--- config.mk ---
export PLATFORM = sky130hd
export DESIGN_NAME = dmem_responder
export DESIGN_NICKNAME = d
export VERILOG_FILES = /design/src/rtl/dmem_responder.sv
export SDC_FILE = /design/constraint.sdc
export NUM_CORES = 2
export LEC_CHECK = 0
export ABC_AREA = 1
export CORE_MARGIN = 5
export CORE_UTILIZATION = 40
export CTS_CLUSTER_DIAMETER = 40
export DETAILED_ROUTE_END_ITERATION = 8
export SLEW_MARGIN = 20
export SYNTH_ARGS = -nofsm -noshare
export SYNTH_HDL_FRONTEND = slang
export SYNTH_SLANG_ARGS = --single-unit
--- constraint.sdc ---
create_clock -name clock -period 5.8 [get_ports clock]
set_clock_uncertainty 0.15 [all_clocks]
set_input_delay 0.87 -clock clock [delete_from_list [all_inputs] [get_ports clock]]
set_output_delay 0.87 -clock clock [all_outputs]
set_load 0.02 [all_outputs]
--- src/rtl/dmem_responder.sv ---
// Data-memory responder: byte array with configurable wait states, pipeline stall and MDR strobe.
// Optional DMEM_POSTED_WRITE_EN adds a one-entry posted-write buffer so stores do not stall.
module dmem_responder #(
  parameter int unsigned ADDR_W      = 8,
  parameter int unsigned DATA_W      = 8,
  parameter int unsigned WAIT_STATES = 2
) (
  input  logic              clock,
  input  logic              reset,
  input  logic              mem_read,
  input  logic              mem_write,
  input  logic [ADDR_W-1:0] addr,
  input  logic [DATA_W-1:0] wdata,
  output logic [DATA_W-1:0] rdata,
  output logic              rdata_valid,
  output logic              stall,
  output logic              busy,
  output logic              protocol_err
);

  localparam int unsigned Depth   = 2 ** ADDR_W;
  localparam logic [3:0]  WaitCnt = 4'(WAIT_STATES);

  typedef enum logic [1:0] {StIdle, StWait, StDone} state_e;

  state_e            state_q, state_d;
  logic [3:0]        cnt_q, cnt_d;
  logic [ADDR_W-1:0] addr_q, addr_d;
  logic [DATA_W-1:0] wdata_q, wdata_d;
  logic              is_write_q, is_write_d;
  logic [DATA_W-1:0] rdata_q, rdata_d;
  logic              rdata_valid_q, rdata_valid_d;
  logic              protocol_err_q, protocol_err_d;

  logic [DATA_W-1:0] mem_q [Depth];

  logic              request, accept, post, fsm_start;
  logic              buf_valid, buf_drain;
  logic [ADDR_W-1:0] buf_addr;
  logic [DATA_W-1:0] buf_data;
  logic [ADDR_W-1:0] rd_addr;
  logic              mem_we;
  logic [ADDR_W-1:0] mem_waddr;
  logic [DATA_W-1:0] mem_wdata;

  assign request   = mem_read | mem_write;
  // A pending posted write holds off every new request until it drains.
  assign accept    = (state_q == StIdle) && request && !buf_valid;
  assign fsm_start = accept && !post;

`ifdef DMEM_POSTED_WRITE_EN
  logic              buf_valid_q, buf_valid_d;
  logic [ADDR_W-1:0] buf_addr_q, buf_addr_d;
  logic [DATA_W-1:0] buf_data_q, buf_data_d;
  logic [3:0]        buf_cnt_q, buf_cnt_d;

  assign post      = (state_q == StIdle) && mem_write && !buf_valid_q;
  assign buf_drain = buf_valid_q && (buf_cnt_q == 4'd0);

  always_comb begin
    buf_valid_d = buf_valid_q;
    buf_addr_d  = buf_addr_q;
    buf_data_d  = buf_data_q;
    buf_cnt_d   = buf_cnt_q;
    if (post) begin
      buf_valid_d = 1'b1;
      buf_addr_d  = addr;
      buf_data_d  = wdata;
      buf_cnt_d   = WaitCnt;
    end else if (buf_valid_q) begin
      if (buf_cnt_q == 4'd0) begin
        buf_valid_d = 1'b0;
      end else begin
        buf_cnt_d = buf_cnt_q - 4'd1;
      end
    end
  end

  always_ff @(posedge clock) begin
    if (reset) begin
      buf_valid_q <= 1'b0;
      buf_addr_q  <= '0;
      buf_data_q  <= '0;
      buf_cnt_q   <= 4'd0;
    end else begin
      buf_valid_q <= buf_valid_d;
      buf_addr_q  <= buf_addr_d;
      buf_data_q  <= buf_data_d;
      buf_cnt_q   <= buf_cnt_d;
    end
  end

  assign buf_valid = buf_valid_q;
  assign buf_addr  = buf_addr_q;
  assign buf_data  = buf_data_q;
`else
  assign post      = 1'b0;
  assign buf_drain = 1'b0;
  assign buf_valid = 1'b0;
  assign buf_addr  = '0;
  assign buf_data  = '0;
`endif

  always_comb begin
    state_d        = state_q;
    cnt_d          = cnt_q;
    addr_d         = addr_q;
    wdata_d        = wdata_q;
    is_write_d     = is_write_q;
    rdata_d        = rdata_q;
    rdata_valid_d  = 1'b0;
    protocol_err_d = accept && mem_read && mem_write;
    rd_addr        = addr_q;
    unique case (state_q)
      StIdle: begin
        if (fsm_start) begin
          addr_d     = addr;
          wdata_d    = wdata;
          is_write_d = mem_write;
          cnt_d      = WaitCnt;
          rd_addr    = addr;
          if (WaitCnt == 4'd0) begin
            state_d       = StDone;
            rdata_valid_d = !mem_write;
          end else begin
            state_d = StWait;
          end
        end
      end
      StWait: begin
        cnt_d = cnt_q - 4'd1;
        if (cnt_q == 4'd1) begin
          state_d       = StDone;
          rdata_valid_d = !is_write_q;
        end
      end
      StDone:  state_d = StIdle;
      default: state_d = StIdle;
    endcase
    // Read data is captured on the edge entering DONE so it is registered during DONE.
    if (rdata_valid_d) begin
      rdata_d = mem_q[rd_addr];
    end
  end

  always_ff @(posedge clock) begin
    if (reset) begin
      state_q        <= StIdle;
      cnt_q          <= 4'd0;
      addr_q         <= '0;
      wdata_q        <= '0;
      is_write_q     <= 1'b0;
      rdata_q        <= '0;
      rdata_valid_q  <= 1'b0;
      protocol_err_q <= 1'b0;
    end else begin
      state_q        <= state_d;
      cnt_q          <= cnt_d;
      addr_q         <= addr_d;
      wdata_q        <= wdata_d;
      is_write_q     <= is_write_d;
      rdata_q        <= rdata_d;
      rdata_valid_q  <= rdata_valid_d;
      protocol_err_q <= protocol_err_d;
    end
  end

  assign mem_we    = !reset && (buf_drain || ((state_q == StDone) && is_write_q));
  assign mem_waddr = buf_drain ? buf_addr : addr_q;
  assign mem_wdata = buf_drain ? buf_data : wdata_q;

  always_ff @(posedge clock) begin
    if (mem_we) begin
      mem_q[mem_waddr] <= mem_wdata;
    end
  end

  assign stall        = ((state_q == StIdle) && request && !post) || (state_q == StWait);
  assign busy         = (state_q != StIdle) || buf_valid;
  assign rdata        = rdata_q;
  assign rdata_valid  = rdata_valid_q;
  assign protocol_err = protocol_err_q;

endmodule

# Word-level counts from Yosys, hierarchy flattened
# Memories as Yosys holds them, arrays and structs flattened. A register that Yosys moved wholly into a read port is not among the register bits.
# Cells that the tools add are included.
word_totals:
  reg_bits: 25
  output_inout_bits: 12
  ram_bits: 2048
  inputBits: 20
  n_memories: 1
memory_table:
  columns: ["memory", "depth", "width", "rd", "rd_clocked_by_memory_dff", "wr", "line", "source"]
  rows:
  - ["mem_q", 256, 8, 1, 1, 1, "35", "logic [DATA_W-1:0] mem_q [Depth];"]
op_classes:
  n_mux: 11
  reduce_logical: 14
  add_sub_neg: 1
  bitwise: 1
  eq_ne: 5
ops:
  columns: ["cell", "n"]
  rows:
  - ["two-way mux 8 bit", 2]
  - ["one-hot mux 4 bit (2 select lines)", 1]
  - ["AND reduction 2 bit", 3]
  - ["logical AND 1 bit", 5]
  - ["equality test 4 x 1 -> 1 bit (second input constant)", 1]
  - ["two-way mux 1 bit", 4]
  - ["two-way mux 2 bit", 2]
  - ["two-way mux 4 bit", 1]
  - ["!= test 2 bit (second input constant)", 2]
  - ["one-hot mux 2 bit (2 select lines)", 1]
  - ["nonzero test 2 bit", 2]
  - ["subtractor 4 x 1 -> 4 bit (second input constant)", 1]
  - ["equality test 2 x 1 -> 1 bit (second input constant)", 1]
  - ["equality test 2 bit (second input constant)", 1]
  - ["logical NOT 1 bit", 2]
  - ["logical NOT 2 bit", 1]
  - ["logical OR 1 bit", 1]
  - ["bitwise OR 1 bit", 1]

# Longest topological paths before layout
logic_depth:
  word_depth: 5
  mapped_depth: 20
  depth_no_buf: 17

# Least setup slack after synthesis
# OpenSTA, ideal clock, no wires.
synth_timing:
  path_type: "flip-flop to flip-flop"
  start: "register wdata_q[0], in the netlist mem_wdata[0]"
  end: "memory mem_q[0][0], data pin"
  t_required_ns: 4.794
  setup_time_ns: 0.856
  synth_period_minus_slack_ns: 4.403
  t_arrival_ns: 3.398
  setup_slack_ns: 1.397
  path_stages_with_launch: 1
  cell_sequence: "dfxtp_1"
synth_rtl:
  columns: ["item", "line", "source"]
  rows:
  - ["from (decl)", "29", "logic [DATA_W-1:0] wdata_q, wdata_d;"]
  - ["from (signal assigned)", "160", "wdata_q <= wdata_d;"]
  - ["to (decl)", "35", null]
# Straight into the memory's write port.

# Final worst setup path
layout_timing:
  start: "input reset"
  end: "memory mem_q[27][1], enable pin"
layout_between:
  elab_chain_len: 4
layout_rtl:
  columns: ["item", "line", "source"]
  rows:
  - ["from (decl)", "9", "input logic reset,"]
  - ["logical NOT 1 bit", "168", "assign mem_we = !reset && (buf_drain || ((state_q == StDone) && is_write_q));"]
  - ["logical AND 1 bit", "168", null]
  - ["two-way mux 1 bit", "173", "if (mem_we) begin"]
  - ["two-way mux 1 bit (not written as such)", "174", "mem_q[mem_waddr] <= mem_wdata;"]
# No other way between the ends.

==> results.py <==
metrics = {
    "status": {
        "outcome": "complete, no violations",
    },
    "yosys": {
        "muxShareOfSynthArea": 0,
        "yosys.area_share.simple": 0.211,
        "synth_nets": 8665,
        "synth_area_leaders": "edfxtp_1 69%, nand2_1 11%, nand3_1 9.0%, inv_1 5.5%, buf_2 1.9%",
        "seq_area_frac_synth": 0.693,
        "synth_top_family_by_area": "simple AND/OR/NAND/NOR gates",
        "syn_area_per_cell_sq_um": 10.4,
        "syn_inst": 8643,
        "synth_flop_cell": "edfxtp_1",
        "synth_edf_count": 2048,
        "ys_top_cells_by_count": "2570 x nand2_1, 2048 x edfxtp_1, 1605 x nand3_1",
        "synthArstFlopShare": 0,
        "synth_xor_area_frac": 0,
        "syn_area_sq_mm": 0.0897,
        "synth_top_area_cell": "edfxtp_1",
        "synth_most_common_cell": "nand2_1",
        "synthAdderAreaFrac": 0.000279,
        "ys_ff_latch": 2081,
        "synth.distinct_cells": 26,
        "synth_compound_area_frac": 0.0151,
        "netlist.area_leader.share": 0.685,
        "yosysWarnings": 0,
    },
    "global_route": {
        "grt_max_degree": 160,
        "use_met1": 0.292,
        "grt_overflow": 0,
        "grt_pass1_vias": 59800,
        "grtUsageMet2": 0.342,
        "grtUsageMet3": 0.0406,
        "grt_pass1_wl_um": 382000,
        "antenna_found_initial": 3,
        "top_usage_layer": "met2",
        "grt_usage": 0.214,
    },
    "placement": {
        "io_buffers": 31,
        "hpwl_um": 148000,
        "dp_slack_ns": 0.433,
        "place.gp.congestion": 0.906,
    },
    "layout": {
        "nNetsFinal": 8672,
        "area_growth_pct": 15.8,
        "drive_above_1_share": 0.0783,
    },
    "routing": {
        "first_pass_iters": 6,
        "wl_um": 256000,
        "first_iter_violations": 6950,
        "post_drt_wl_per_cell_um": 21.6,
        "vias_per_cell": 5.19,
        "ant_nets": 0,
        "vias": 61500,
        "post-route-drc-count": 0,
    },
    "clocking": {
        "cts_tree": "yes",
        "cts_root_buffer": "clkbuf_16",
        "numCtsBuffers": 315,
        "clock_path_buffers": 4,
        "htreeDepth": 5,
        "cts.sinks": 2081,
        "cts_hold_buffers": 0,
        "clk_pin_slew_ns": 0.06,
        "post_cts_buffers": 0,
        "clk_latency_ns": 0.94,
        "cts-resized-gates": 0,
    },
    "pwr": {
        "ir_worst_vdd_mv": 0.315,
        "p_sw_w": 0.0110,
        "power_frac_seq": 0.415,
        "p_total_w": 0.0409,
        "netSwitchingFraction": 0.269,
        "p_comb_frac": 0.126,
        "power_density_mw_per_mm2": 394,
        "p_int_w": 0.0299,
        "power_leakage_nw": 41.6,
        "clkPwrFrac": 0.459,
    },
    "sta": {
        "final_max_slew_viol_count": 0,
        "slew_headroom": 0.189,
        "rsz0062_at_grt": "false",
        "fin_crit_ns": 4.52,
        "fmax_mhz": 221,
        "hold_viol_final": 0,
        "worst_slack_ns": 1.28,
        "period_share": 0.779,
        "worst-slew-pin-transition_ns": 1.21,
        "setup_viol": 0,
        "tns_ns": 0,
    },
    "floorplanning": {
        "io_pins": 32,
        "start_util": 0.403,
        "rows": 173,
        "core_sq_mm": 0.223,
        "die_area_sq_mm": 0.234,
        "dieWidth_um": 484,
        "die_h_um": 484,
    },
    "setup_path": {
        "worstPathRequired_ns": 6.17,
        "crit_path_end_kind": "flop",
        "slowest_delay_ns": 0.77,
        "cp-start-kind": "input port",
        "path_cells": "clkdlybuf4s50_1 > inv_1 > nand2_1 > nor3_1 > inv_1 > nor3_1 > nand2_2 > buf_4 > nor2_1",
        "cp.arrival_ns": 4.89,
        "crit_path_max_fanout": 13,
        "crit_type": "in2reg",
        "crit_path_top_delay_cell": "nand2_2",
    },
    "worst_hold_path": {
        "hp-class": "reg2reg",
    },
    "flow_run": {
        "drv_cap": 0,
    },
}
-- stage by stage --
step / instance area (sq um) / hold WS [ns] / util / cells
floorplan: 89700 / 0.276 / - / 8643
global placement: 93400 / 0.310 / 0.419 / 11300
detailed placement: 93400 / 0.309 / 0.419 / 11300
CTS: 104000 / 0.325 / 0.466 / 11900
global route: 104000 / 0.355 / 0.466 / 11900
finish: 104000 / 0.341 / 0.466 / 11900
-- placed cells by master (no fill, tap or decap), drive strengths merged --
cell type and n:
o21ai 256, clkdlybuf4s50 31, clkinvlp 31, nand2 2576, nand4 1, a21oi 5, nor3 8, buf 148
dfxtp 33, nor2 308, diode 2, edfxtp 2048, o211ai 4, bufinv 30, nor4 1, ha 2
nand3 1606, clkinv 79, inv 1354, clkbuf 365
-- sequential cells by signal, summed over array words and instances (netlist names) --
register,cells
cnt_q,4
rdata_valid,1
rdata,8
is_write_q,1
protocol_err,1
addr_q,8
mem_wdata,8
mem_q,2048
state_q,2
-- per-layer routing --
metal,wire [um],part of all wire
met4,9170,0.036
met2,118000,0.46
met3,21900,0.086
met5,0,0
met1,106000,0.42
-- power by group through the flow --
stage / logic [W] / clock network [W] / registers [W]
final: 0.00517 / 0.0188 / 0.0170
after floorplan: 0.00296 / 0 / 0.0175
after CTS: 0.00511 / 0.0190 / 0.0170
after detailed placement: 0.00509 / 0 / 0.0173
after global routing: 0.00557 / 0.0197 / 0.0170
after global placement: 0.00508 / 0 / 0.0173
-- final timing paths --
path                            from  cells after the start                     end  slack (ns)
max reg2reg  state_q[1]$_SDFFE_PP0P_                      7  mem_q[27][1]$_DFFE_PP_        1.55
min            cnt_q[3]$_SDFFE_PP0P_                      2   cnt_q[3]$_SDFFE_PP0P_        0.34
min reg2reg    cnt_q[3]$_SDFFE_PP0P_                      2   cnt_q[3]$_SDFFE_PP0P_        0.34
max                            reset                      9  mem_q[27][1]$_DFFE_PP_        1.28
-- area by class of cell --
class	instances	area, sq um
fill	20100	119000
tap	2975	3720
antenna	2	5.00
timing repair buffer	179	2100
clock inverter	188	2050
clock buffer	365	8390
multi-input combinational	4767	20500
inverter	1306	4910
sequential	2081	62200
-- critical path, delay by kind of cell --
| kind | cells | cell delay [ns] |
|---|---|---|
| and+or+nand+nor | 5 | 2.66 |
| buffers and inverters | 4 | 1.34 |
-- cell families after synthesis --
logic type	after synthesis
simple gates	4500
flops	2081
buf+inv	1795
compound gates	265
fa+ha+maj	2
Note: power is estimated with default switching activity, not from simulation.
